===== src/rtl/dadda_mac_pipe.sv =====
// dadda_mac_pipe: pipelined Baugh-Wooley / carry-save multiply-accumulate, one result per TAPS-tap group.
// Optional macro GAUSS_ROUND_EN: round-half-up right shift of the group result by SHIFT.
`default_nettype none

module dadda_mac_pipe #(
  parameter int DW    = 8,
  parameter int TAPS  = 9,
  parameter int PIPE  = 2,
  parameter int SHIFT = 4,
  localparam int ACC_W = 2*DW + $clog2(TAPS)
) (
  input  logic             clk,
  input  logic             rst_n,
  input  logic             soft_clr,
  input  logic             in_valid,
  output logic             in_ready,
  input  logic [DW-1:0]    in_a,
  input  logic [DW-1:0]    in_b,
  input  logic             in_signed,
  output logic             out_valid,
  input  logic             out_ready,
  output logic [ACC_W-1:0] out_data
);

  localparam int PW  = 2*DW;
  localparam int NR  = DW + 1;
  localparam int NST = PIPE + 1;
  localparam int NSL = (PIPE > 1) ? PIPE - 1 : 1;
  localparam int CW  = (TAPS > 1) ? $clog2(TAPS) : 1;

  // Row j < DW holds a*b[j]; row DW holds the Baugh-Wooley correction constants.
  function automatic logic [PW-1:0] bw_row(input logic [DW-1:0] a, input logic [DW-1:0] b,
                                           input logic sgn, input int j);
    logic [PW-1:0] row;
    logic          pp;
    row = '0;
    if (j < DW) begin
      for (int i = 0; i < DW; i++) begin
        pp = a[i] & b[j % DW];
        if (sgn && ((i == DW-1) != (j == DW-1))) pp = ~pp;
        row[i+j] = pp;
      end
    end else if (sgn) begin
      row[DW]   = 1'b1;
      row[PW-1] = 1'b1;
    end
    return row;
  endfunction

  function automatic logic [2*PW-1:0] csa(input logic [PW-1:0] x, input logic [PW-1:0] y,
                                          input logic [PW-1:0] z);
    logic [PW-1:0] s;
    logic [PW-1:0] c;
    s = x ^ y ^ z;
    c = ((x & y) | (x & z) | (y & z)) << 1;
    return {s, c};
  endfunction

  logic [CW-1:0]    r_cnt;
  logic             r_mode;
  logic [NST-1:0]   r_vld, r_first, r_last, r_sgn;
  logic [DW-1:0]    r_a [NST];
  logic [DW-1:0]    r_b [NST];
  logic [PW-1:0]    r_s [NST];
  logic [PW-1:0]    r_c [NST];
  logic [ACC_W-1:0] r_acc;

  logic [DW-1:0]    w_a [NST];
  logic [DW-1:0]    w_b [NST];
  logic [PW-1:0]    w_s [NST];
  logic [PW-1:0]    w_c [NST];
  logic [NST-1:0]   w_sgn;
  logic             w_en, w_take, w_first, w_last;
  logic [ACC_W-1:0] w_prod, w_sum, w_res;

  assign w_en     = !(out_valid && !out_ready);
  assign in_ready = w_en;
  assign w_take   = in_valid && w_en;
  assign w_first  = (r_cnt == '0);
  assign w_last   = (r_cnt == CW'(TAPS - 1));

  // Stage 0 only captures operands; stages 1..PIPE-1 (or stage 1 when PIPE=1) compress rows,
  // stage PIPE resolves the final sum/carry pair.
  always_comb begin
    w_sgn    = '0;
    w_a[0]   = in_a;
    w_b[0]   = in_b;
    w_sgn[0] = w_first ? in_signed : r_mode;
    w_s[0]   = '0;
    w_c[0]   = '0;
    for (int p = 1; p < NST; p++) begin
      w_a[p]   = r_a[p-1];
      w_b[p]   = r_b[p-1];
      w_sgn[p] = r_sgn[p-1];
      w_s[p]   = r_s[p-1];
      w_c[p]   = r_c[p-1];
      for (int j = 0; j < NR; j++) begin
        if ((p - 1) < NSL && j >= ((p - 1) * NR) / NSL && j < (p * NR) / NSL)
          {w_s[p], w_c[p]} = csa(w_s[p], w_c[p], bw_row(r_a[p-1], r_b[p-1], r_sgn[p-1], j));
      end
      if (p == PIPE) begin
        w_s[p] = w_s[p] + w_c[p];
        w_c[p] = '0;
      end
    end
  end

  assign w_prod = r_sgn[PIPE] ? ACC_W'($signed(r_s[PIPE])) : ACC_W'(r_s[PIPE]);
  assign w_sum  = (r_first[PIPE] ? '0 : r_acc) + w_prod;

`ifdef GAUSS_ROUND_EN
  localparam int RND = (2**SHIFT) / 2;
  logic [ACC_W:0] w_rnd;
  assign w_rnd = {r_sgn[PIPE] & w_sum[ACC_W-1], w_sum} + (ACC_W+1)'(RND);
  assign w_res = r_sgn[PIPE] ? ACC_W'($signed(w_rnd) >>> SHIFT) : ACC_W'(w_rnd >> SHIFT);
`else
  logic [31:0] w_unused_shift;
  assign w_unused_shift = SHIFT;
  assign w_res          = w_sum;
`endif

  always_ff @(posedge clk or negedge rst_n) begin
    if (!rst_n) begin
      r_cnt     <= '0;
      r_mode    <= 1'b0;
      r_vld     <= '0;
      r_first   <= '0;
      r_last    <= '0;
      r_sgn     <= '0;
      r_acc     <= '0;
      out_valid <= 1'b0;
      out_data  <= '0;
      for (int p = 0; p < NST; p++) begin
        r_a[p] <= '0;
        r_b[p] <= '0;
        r_s[p] <= '0;
        r_c[p] <= '0;
      end
    end else if (soft_clr) begin
      r_cnt     <= '0;
      r_vld     <= '0;
      r_acc     <= '0;
      out_valid <= 1'b0;
    end else if (w_en) begin
      r_vld   <= {r_vld[NST-2:0], w_take};
      r_first <= {r_first[NST-2:0], w_first};
      r_last  <= {r_last[NST-2:0], w_last};
      r_sgn   <= w_sgn;
      for (int p = 0; p < NST; p++) begin
        r_a[p] <= w_a[p];
        r_b[p] <= w_b[p];
        r_s[p] <= w_s[p];
        r_c[p] <= w_c[p];
      end
      if (w_take) begin
        r_cnt <= w_last ? '0 : r_cnt + 1'b1;
        if (w_first) r_mode <= in_signed;
      end
      if (r_vld[PIPE]) begin
        if (r_last[PIPE]) begin
          out_data <= w_res;
          r_acc    <= '0;
        end else begin
          r_acc <= w_sum;
        end
      end
      out_valid <= r_vld[PIPE] && r_last[PIPE];
    end
  end

endmodule

`default_nettype wire


===== config.mk =====
export PLATFORM = sky130hd
export DESIGN_NAME = dadda_mac_pipe
export DESIGN_NICKNAME = d
export VERILOG_FILES = /design/src/rtl/dadda_mac_pipe.sv
export SDC_FILE = /design/constraint.sdc
export NUM_CORES = 1
export LEC_CHECK = 0
export BUFFER_PORTS_ARGS = -buffer_cell sky130_fd_sc_hd__buf_2
export CORE_MARGIN = 4
export CORE_UTILIZATION = 30
export CTS_CLUSTER_DIAMETER = 150
export DETAILED_ROUTE_END_ITERATION = 10
export PLACE_DENSITY_LB_ADDON = 0.05
export RECOVER_POWER = 25
export SYNTH_ARGS = -nofsm -noshare
export SYNTH_HDL_FRONTEND = slang
export SYNTH_SLANG_ARGS = --single-unit
export TNS_END_PERCENT = 1

===== constraint.sdc =====
create_clock -name clk -period 6.5 [get_ports clk]
set_input_delay 0.975 -clock clk [delete_from_list [all_inputs] [get_ports clk]]
set_output_delay 0.975 -clock clk [all_outputs]
set_load 0.01 [all_outputs]

==> results.md, run 1 <==
- Routed Antenna Nets: 0
- Share of the synthesized area in the top cell type: approximately two fifths
- Result of the run: complete, but fails checks
- CTS tree: built
- Io pins: 44
- Vias in the first global route: around 5.4k
- Tightest Pin Transition: around 3.7 ns
- Avg Inst Size Synth: around 9.2 µm²
- TNS Setup: 0 ns
- Share of cells above drive strength 1: between 10% and 20%
- Hold Path Class: reg2reg
- P_leak: 0.00402 µW
- Port buffer count: 43
- Dominant cell type by area after synthesis: dfrtp_1
- Core area: ~0.024 mm²
- Largest net degree at the start of global routing: 75
- WL per Instance: between 15 and 20 µm
- Fin crit share: between 70% and 80%
- Area of the multi-input gates: 0.00407 mm²
- Critical path class: reg2reg
- Max Fclk: around 200 MHz
- Post-Synthesis Net Count: about 890
- CP top delay family: adder cells
- Number of synthesized flops with an enable pin: 0
- Count of hold buffers inserted by post-cts repair: 0
- Yosys warnings: 0
- Failing checks: capacitance limit, slew limit
- Detailed Place HPWL: between 10 and 15 mm
- Initial DRC count: 309
- TritonCTS Buffers: 9
- Post-CTS resize count: 0
- Area contributors post-synth: dfrtp_1, fa_1, nand2_1
- Antenna violations before repair: 0
- Worst-case clock skew: 0.0127 ns
- Post-DP Area: roughly 0.0077 mm²
- DR WL met2: between 8 and 9 mm
- Gr ovfl total: 0
- Post-CTS Setup Inserts: 0
- Register Area: approximately 0.0028 mm²
- MaxCap Viol Count: 1
- Asr flop ratio synth: 100%
- Clk buf depth: 2
- CP Launch Type: register
- Synth Cell Area: 0.00721 mm²
- Fill count: between 2k and 3k
- DIE WIDTH: 163 µm
- Post-synthesis sequential area ratio: ~39%
- Vias: 5252
- Rows: 56
- Top_reg_cell synth: dfrtp_1
- # H-tree levels: 3
- Drc violations: 0
- Mapped Cells: 785
- RSZ-0062 raised after global routing: false
- Peak supply drop: roughly 0.12 mV
- Yosys cell types: between 40 and 50
- Slew HR: -144%
- Height of the die: approximately 160 µm
- Met3 WL: about 350 µm
- Vias/cell: 4.65
- Final setup margin: 1.37 ns
- Layout area overhead: 11.4%
- Worst EP required: around 6.7 ns
- Setup slack at placement: between 1 and 1.5 ns
- Crit. End Element: register
- Sink Count: approximately 110
- Gpl congestion: roughly 0.8
- Crit path max fanout: 10
- Setup Viol. Count Final: 0
- Final hold viol count: 0
- Clk slew on worst S/H paths: 0.08 ns
- N_diodes: 0
- Synth Register Bits: around 110
- Iteration count of the initial detailed-routing pass: 4
- Final WL: 17.4 mm
- Max incr delay on CP: 0.67 ns
- Max-slew violations: 66
- Buf+Inv Stages, Crit Path: 5
- First-pass GRT wire length: around 29 mm
- Die area: around 0.027 mm²
- Pwr/cell area: ~300 mW/mm²
- Initial Util: ~31%
- Top Metal Used: met4
- Worst path slowest cell: dfrtp_1
- Post-Route M1 WL: 8.44 mm
- GR Util All Layers: between 10 and 15%
- Cell chain of the critical path: xnor2_1 > ha_1 > inv_1 > fa_1 > inv_1 > fa_1 > inv_1 > fa_1 > fa_1 > inv_1 > fa_1 > inv_1 > fa_1 > fa_1 > o21ai_0
- Cell mode on critical path: fa_1
- Worst skew pair latency: roughly 0.36 ns
- CTS Root Buffer Type: clkbuf_16
- Fin area: between 0.008 and 0.009 mm²
- Final #Nets: about 910
- Minimum clock period: between 5 and 6 ns
- CP Data Arrival Time: 5.34 ns
[where the power goes]
part / internal [µW] / switching, µW / total (µW)
clock network: 306 / 284 / 590
registers: 808 / 107 / 915
logic: 364 / 507 / 871
total: 1480 / 898 / 2380
[cell families (layout without fill, tap and decap cells)]
group | Yosys count | after routing | share of synthesized area, %
DFF | 112 | 112 | 38.9
xor gates and xnor gates | 30 | 30 | 3.65
adders and majority gates | 85 | 85 | 19.4
muxes | 11 | 11 | 1.68
buffers and inverters | 90 | 116 | 4.72
and+or+nand+nor | 341 | 341 | 20.8
AOI/OAI and AO/OA | 116 | 116 | 10.8
[state kept, by name, summed over array words and instances, names as in the netlist]
register,cells
r_last,3
out_valid,1
out_data,20
r_first,3
r_b,8
r_cnt,4
r_a,8
r_mode,1
r_acc,20
r_vld,3
r_c,7
r_s,31
r_sgn,3
[synth_stat cells (2+ instances only)]
library cell and count:
a211oi_1 4, a21o_1 9, a21oi_1 25, a22o_1 14
a31o_2 4, a32o_1 4, a41oi_1 2, and2_1 34
and3_1 6, buf_2 2, clkbuf_1 36, dfrtp_1 112
fa_1 45, ha_1 40, inv_1 50, mux2_2 9
mux2i_1 2, nand2_1 234, nand2b_1 2, nand3_1 9
nand4_1 5, nor2_1 15, nor2b_1 22, nor3_1 6
nor3b_1 2, o21a_1 4, o21ai_0 34, o21bai_1 2
o31ai_1 4, or3_1 3, xnor2_1 24, xor2_1 6
[metrics by stage]
stage	std cells	power [µW]	utilization (%)	hold WS, ns
2_1_floorplan	785	1540	-	0.435
3_3_place_gp	1114	1820	32.8	0.448
4_1_cts	1130	2440	34.1	0.471
3_5_place_dp	1114	1820	32.8	0.449
6_report	1130	2380	34.1	0.471
5_1_grt	1130	2610	34.1	0.492
[cells in the final DEF, fill, tap and decap left out, drive strengths merged, types with 11 or more instances in the layout]
master  instances
clkbuf         11
a21oi          25
nor2           15
xnor2          24
buf            47
fa             45
a22o           14
o21ai          35
dfrtp         112
and2           35
nand2         234
inv            53
nor2b          22
ha             40
[metal layers]
layer  vias up  global-route usage, %
li1       2594                      -
met1      2595                   18.9
met2        47                   22.8
met3        16                   2.02
met4         0                   3.43
met5         -                      0
[layout make-up]
type | count | area share, %
Clock buffer | 10 | 2.85
Clock inverter | 6 | 0.966
Inverter | 52 | 2.43
Multi-Input combinational cell | 583 | 50.7
Sequential cell | 112 | 34.9
Tap cell | 319 | 4.97
Timing Repair Buffer | 48 | 3.13
[worst register-to-register path, cell delays in order (launching register included)]
cell and delay (ns):
dfrtp_1 0.67, xnor2_1 0.16, ha_1 0.30, inv_1 0.05, fa_1 0.53, inv_1 0.06
fa_1 0.40, inv_1 0.09, fa_1 0.45, fa_1 0.54, inv_1 0.06, fa_1 0.53
inv_1 0.05, fa_1 0.50, fa_1 0.51, o21ai_0 0.08
[path summary, 6_finish.rpt]
| kind | start | end | slack [ns] | cells past startpoint |
|---|---|---|---|---|
| worst max-delay path | r_sgn[0]$_DFFE_PN0P_ | r_s[24]$_DFFE_PN0P_ | 1.37 | 15 |
| worst min register to register | r_last[0]$_DFFE_PN0P_ | r_last[1]$_DFFE_PN0P_ | 0.47 | 2 |
| min in group asynchronous | rst_n | out_data[16]$_DFFE_PN0P_ | 1.85 | 1 |
| max in group asynchronous | rst_n | r_b[18]$_DFFE_PN0P_ | 2.51 | 2 |
| worst min-delay path | r_last[0]$_DFFE_PN0P_ | r_last[1]$_DFFE_PN0P_ | 0.47 | 2 |
| worst max register to register | r_sgn[0]$_DFFE_PN0P_ | r_s[24]$_DFFE_PN0P_ | 1.37 | 15 |
No activity file was read; power rests on OpenSTA's default activity.
==> run 2, diff against run 1 <==
==> constraint.sdc (replaced) <==
create_clock -name clk -period 4.3 [get_ports clk]
set_input_delay 0.645 -clock clk [delete_from_list [all_inputs] [get_ports clk]]
set_output_delay 0.645 -clock clk [all_outputs]
set_load 0.01 [all_outputs]
==> results.md, run 2 (same netlist as run 1, synthesis figures left out) <==
- Result of the run: complete, but fails checks (unchanged)
- Failing checks: capacitance limit, slew limit, setup timing (was capacitance limit, slew limit)
- Peak supply drop: 0.178 mV (was 0.118 mV)
- RSZ-0062 raised after global routing: true (was false)
- Count of hold buffers inserted by post-cts repair: 0 (unchanged)
- Height of the die: 163 µm (unchanged)
- Hold Slack: 0.457 ns (was 0.471 ns)
- Iteration count of the initial detailed-routing pass: 5 (was 4)
- Area of the multi-input gates: 0.00415 mm² (was 0.00407 mm²)
- Psw: 1390 µW (was 898 µW)
- Cell Count, Final, Fillers Out: 1153 (was 1130)
- Final WL: 17.7 mm (was 17.4 mm)
- Minimum clock period: 4.58 ns (was 5.13 ns)
- Leading cell type in the layout, fill and taps excluded: nand2_1 (unchanged)
- Clk buf depth: 2 (unchanged)
- Gr ovfl total: 0 (unchanged)
- Gpl congestion: 0.798 (was 0.823)
- Max-slew violations: 69 (was 66)
- Die area: 0.0266 mm² (unchanged)
- Commonest cells after routing, fill and taps aside: nand2_1, dfrtp_1, inv_1 (unchanged)
- CTS tree: built (unchanged)
- Max reg flops: 31 (unchanged)
- Io pins: 44 (unchanged)
- WL per Instance: 15.4 µm (about the same)
- Reg with most FFs: r_s (unchanged)
- Initial DRC count: 235 (was 309)
- Power Total: 3630 µW (was 2380 µW)
- Vias in the first global route: 5746 (was 5368)
- Tightest Pin Transition: 1.77 ns (was 3.66 ns)
- Rows: 56 (unchanged)
- Pwr/cell area: 438 mW/mm² (was 296 mW/mm²)
- Register Area: 0.00281 mm² (was 0.00280 mm²)
- Vias/cell: 4.67 (was 4.65)
- Setup Viol. Count Final: 4 (was 0)
- Internal Power: 2230 µW (was 1480 µW)
- Sink Count: 112 (unchanged)
- Fin crit share: 107% (was 78.9%)
- Part of the power in registers: 37.3% (was 38.5%)
- Crit path max fanout: 5 (was 10)
- Crit. End Element: register (unchanged)
- MaxCap Viol Count: 1 (unchanged)
- Combinational fraction of design power: 38.7% (was 36.7%)
- Worst skew pair latency: 0.37 ns (was 0.36 ns)
- Antenna violations before repair: 0 (unchanged)
- N_diodes: 0 (unchanged)
- Post-DP Area: 0.00792 mm² (was 0.00772 mm²)
- Largest net degree at the start of global routing: 69 (was 75)
- Worst EP required: 4.59 ns (was 6.71 ns)
- DIE WIDTH: 163 µm (unchanged)
- Core area: 0.0235 mm² (unchanged)
- Slew HR: -18.3% (was -144%)
- Routed Antenna Nets: 0 (unchanged)
- Max Fclk: 218 MHz (was 195 MHz)
- Clk slew on worst S/H paths: 0.09 ns (was 0.08 ns)
- Initial Util: 30.6% (unchanged)
- CP Data Arrival Time: 4.87 ns (was 5.34 ns)
- Clock power frac: 24.0% (was 24.8%)
- Drc violations: 0 (unchanged)
- Largest regs: r_s (31), out_data (20), r_acc (20) (unchanged)
- Switch share: 38.4% (was 37.8%)
- Vias: 5380 (was 5252)
- Critical path class: reg2reg (unchanged)
- CP Launch Type: register (unchanged)
- # H-tree levels: 3 (unchanged)
- TritonCTS Buffers: 9 (unchanged)
- CTS Root Buffer Type: clkbuf_16 (unchanged)
- Layout area overhead: 14.8% (was 11.4%)
- P_leak: 0.00412 µW (was 0.00402 µW)
- Worst-case clock skew: 0.0122 ns (was 0.0127 ns)
- Dpl cells: 1135 (was 1114)
- GR Util All Layers: 14.3% (was 13.7%)
- Final setup margin: -0.282 ns (was 1.37 ns)
- Final #Nets: 936 (was 913)
- Detailed Place HPWL: 13.6 mm (was 12.9 mm)
- Fin area: 0.00828 mm² (was 0.00803 mm²)
- Hold Path Class: in2reg (was reg2reg)
- Final hold viol count: 0 (unchanged)
- Port buffer count: 43 (unchanged)
- Fill count: 2493 (was 2524)
- Share of cells above drive strength 1: 16.4% (was 10.2%)
- First-pass GRT wire length: 30.4 mm (was 29.1 mm)
[run 2: changes by cell type in the layout (fill, tap and decap cells not counted), moves of 7 or more]
cell and change:
buf_4 +23, fa_1 -16, fa_2 +16, inv_1 -7
inv_2 +7
[run 2: repair_timing]
action,in CTS,in global routing
gates resized for setup,3,15
buffers inserted,0,2
endpoints found under the setup margin,9,11
pin swaps,2,17
[run 2: stage by stage]
stage / setup slack, ns / util, % / setup TNS, ns
after floorplan: -0.190 / - / -0.319
after global placement: -0.230 / 33.7 / -0.849
after detailed placement: -0.338 / 33.7 / -1.48
after CTS: -0.324 / 35.0 / -1.44
after global routing: -0.415 / 35.2 / -1.29
final: -0.282 / 35.2 / -0.539
[run 2: layout make-up]
| type | count | share of cell area (%) |
|---|---|---|
| inverter | 52 | 2.36 |
| sequential | 112 | 33.9 |
| multi-input combinational | 583 | 50.2 |
| clock inverter | 7 | 0.862 |
| clock buffer | 9 | 2.72 |
| tap | 319 | 4.82 |
| timing repair buffer | 71 | 5.14 |
[run 2: final timing paths]
kind | depth (start not counted) | end | startpoint | slack [ns]
max | 16 | r_s[24]$_DFFE_PN0P_ | r_b[16]$_DFFE_PN0P_ | -0.28
min | 3 | r_b[17]$_DFFE_PN0P_ | in_b[1] | 0.46
max reg2reg | 16 | r_s[24]$_DFFE_PN0P_ | r_b[16]$_DFFE_PN0P_ | -0.28
min reg2reg | 2 | r_sgn[2]$_DFFE_PN0P_ | r_sgn[2]$_DFFE_PN0P_ | 0.47
max in group asynchronous | 2 | r_s[25]$_DFFE_PN0P_ | rst_n | 2.37
min in group asynchronous | 1 | out_data[16]$_DFFE_PN0P_ | rst_n | 0.74
[run 2: power groups by stage]
stage               logic, µW  registers (µW)  clock network (µW)
finish                   1400            1350                 870
CTS                      1440            1360                 917
global route             1670            1380                 942
global placement         1400            1380                   0
detailed placement       1420            1380                   0
floorplan                1030            1310                   0
[run 2: worst max-delay path, cell delays in order (launching register included)]
cell     delay (ns)
dfrtp_2        0.42
nand2_4        0.08
xnor2_4        0.15
ha_4           0.27
inv_2          0.03
fa_2           0.52
inv_2          0.04
fa_2           0.32
inv_2          0.07
fa_2           0.45
fa_1           0.49
inv_1          0.05
fa_1           0.49
inv_2          0.04
fa_1           0.52
fa_1           0.40
o21ai_1        0.14
[run 2: per-layer routing]
layer | global-route usage, % | share of wire (%)
met5 | 0 | 0
met1 | 18.4 | 45
met3 | 2.18 | 2.5
met2 | 24.9 | 50
met4 | 3.85 | 1.9
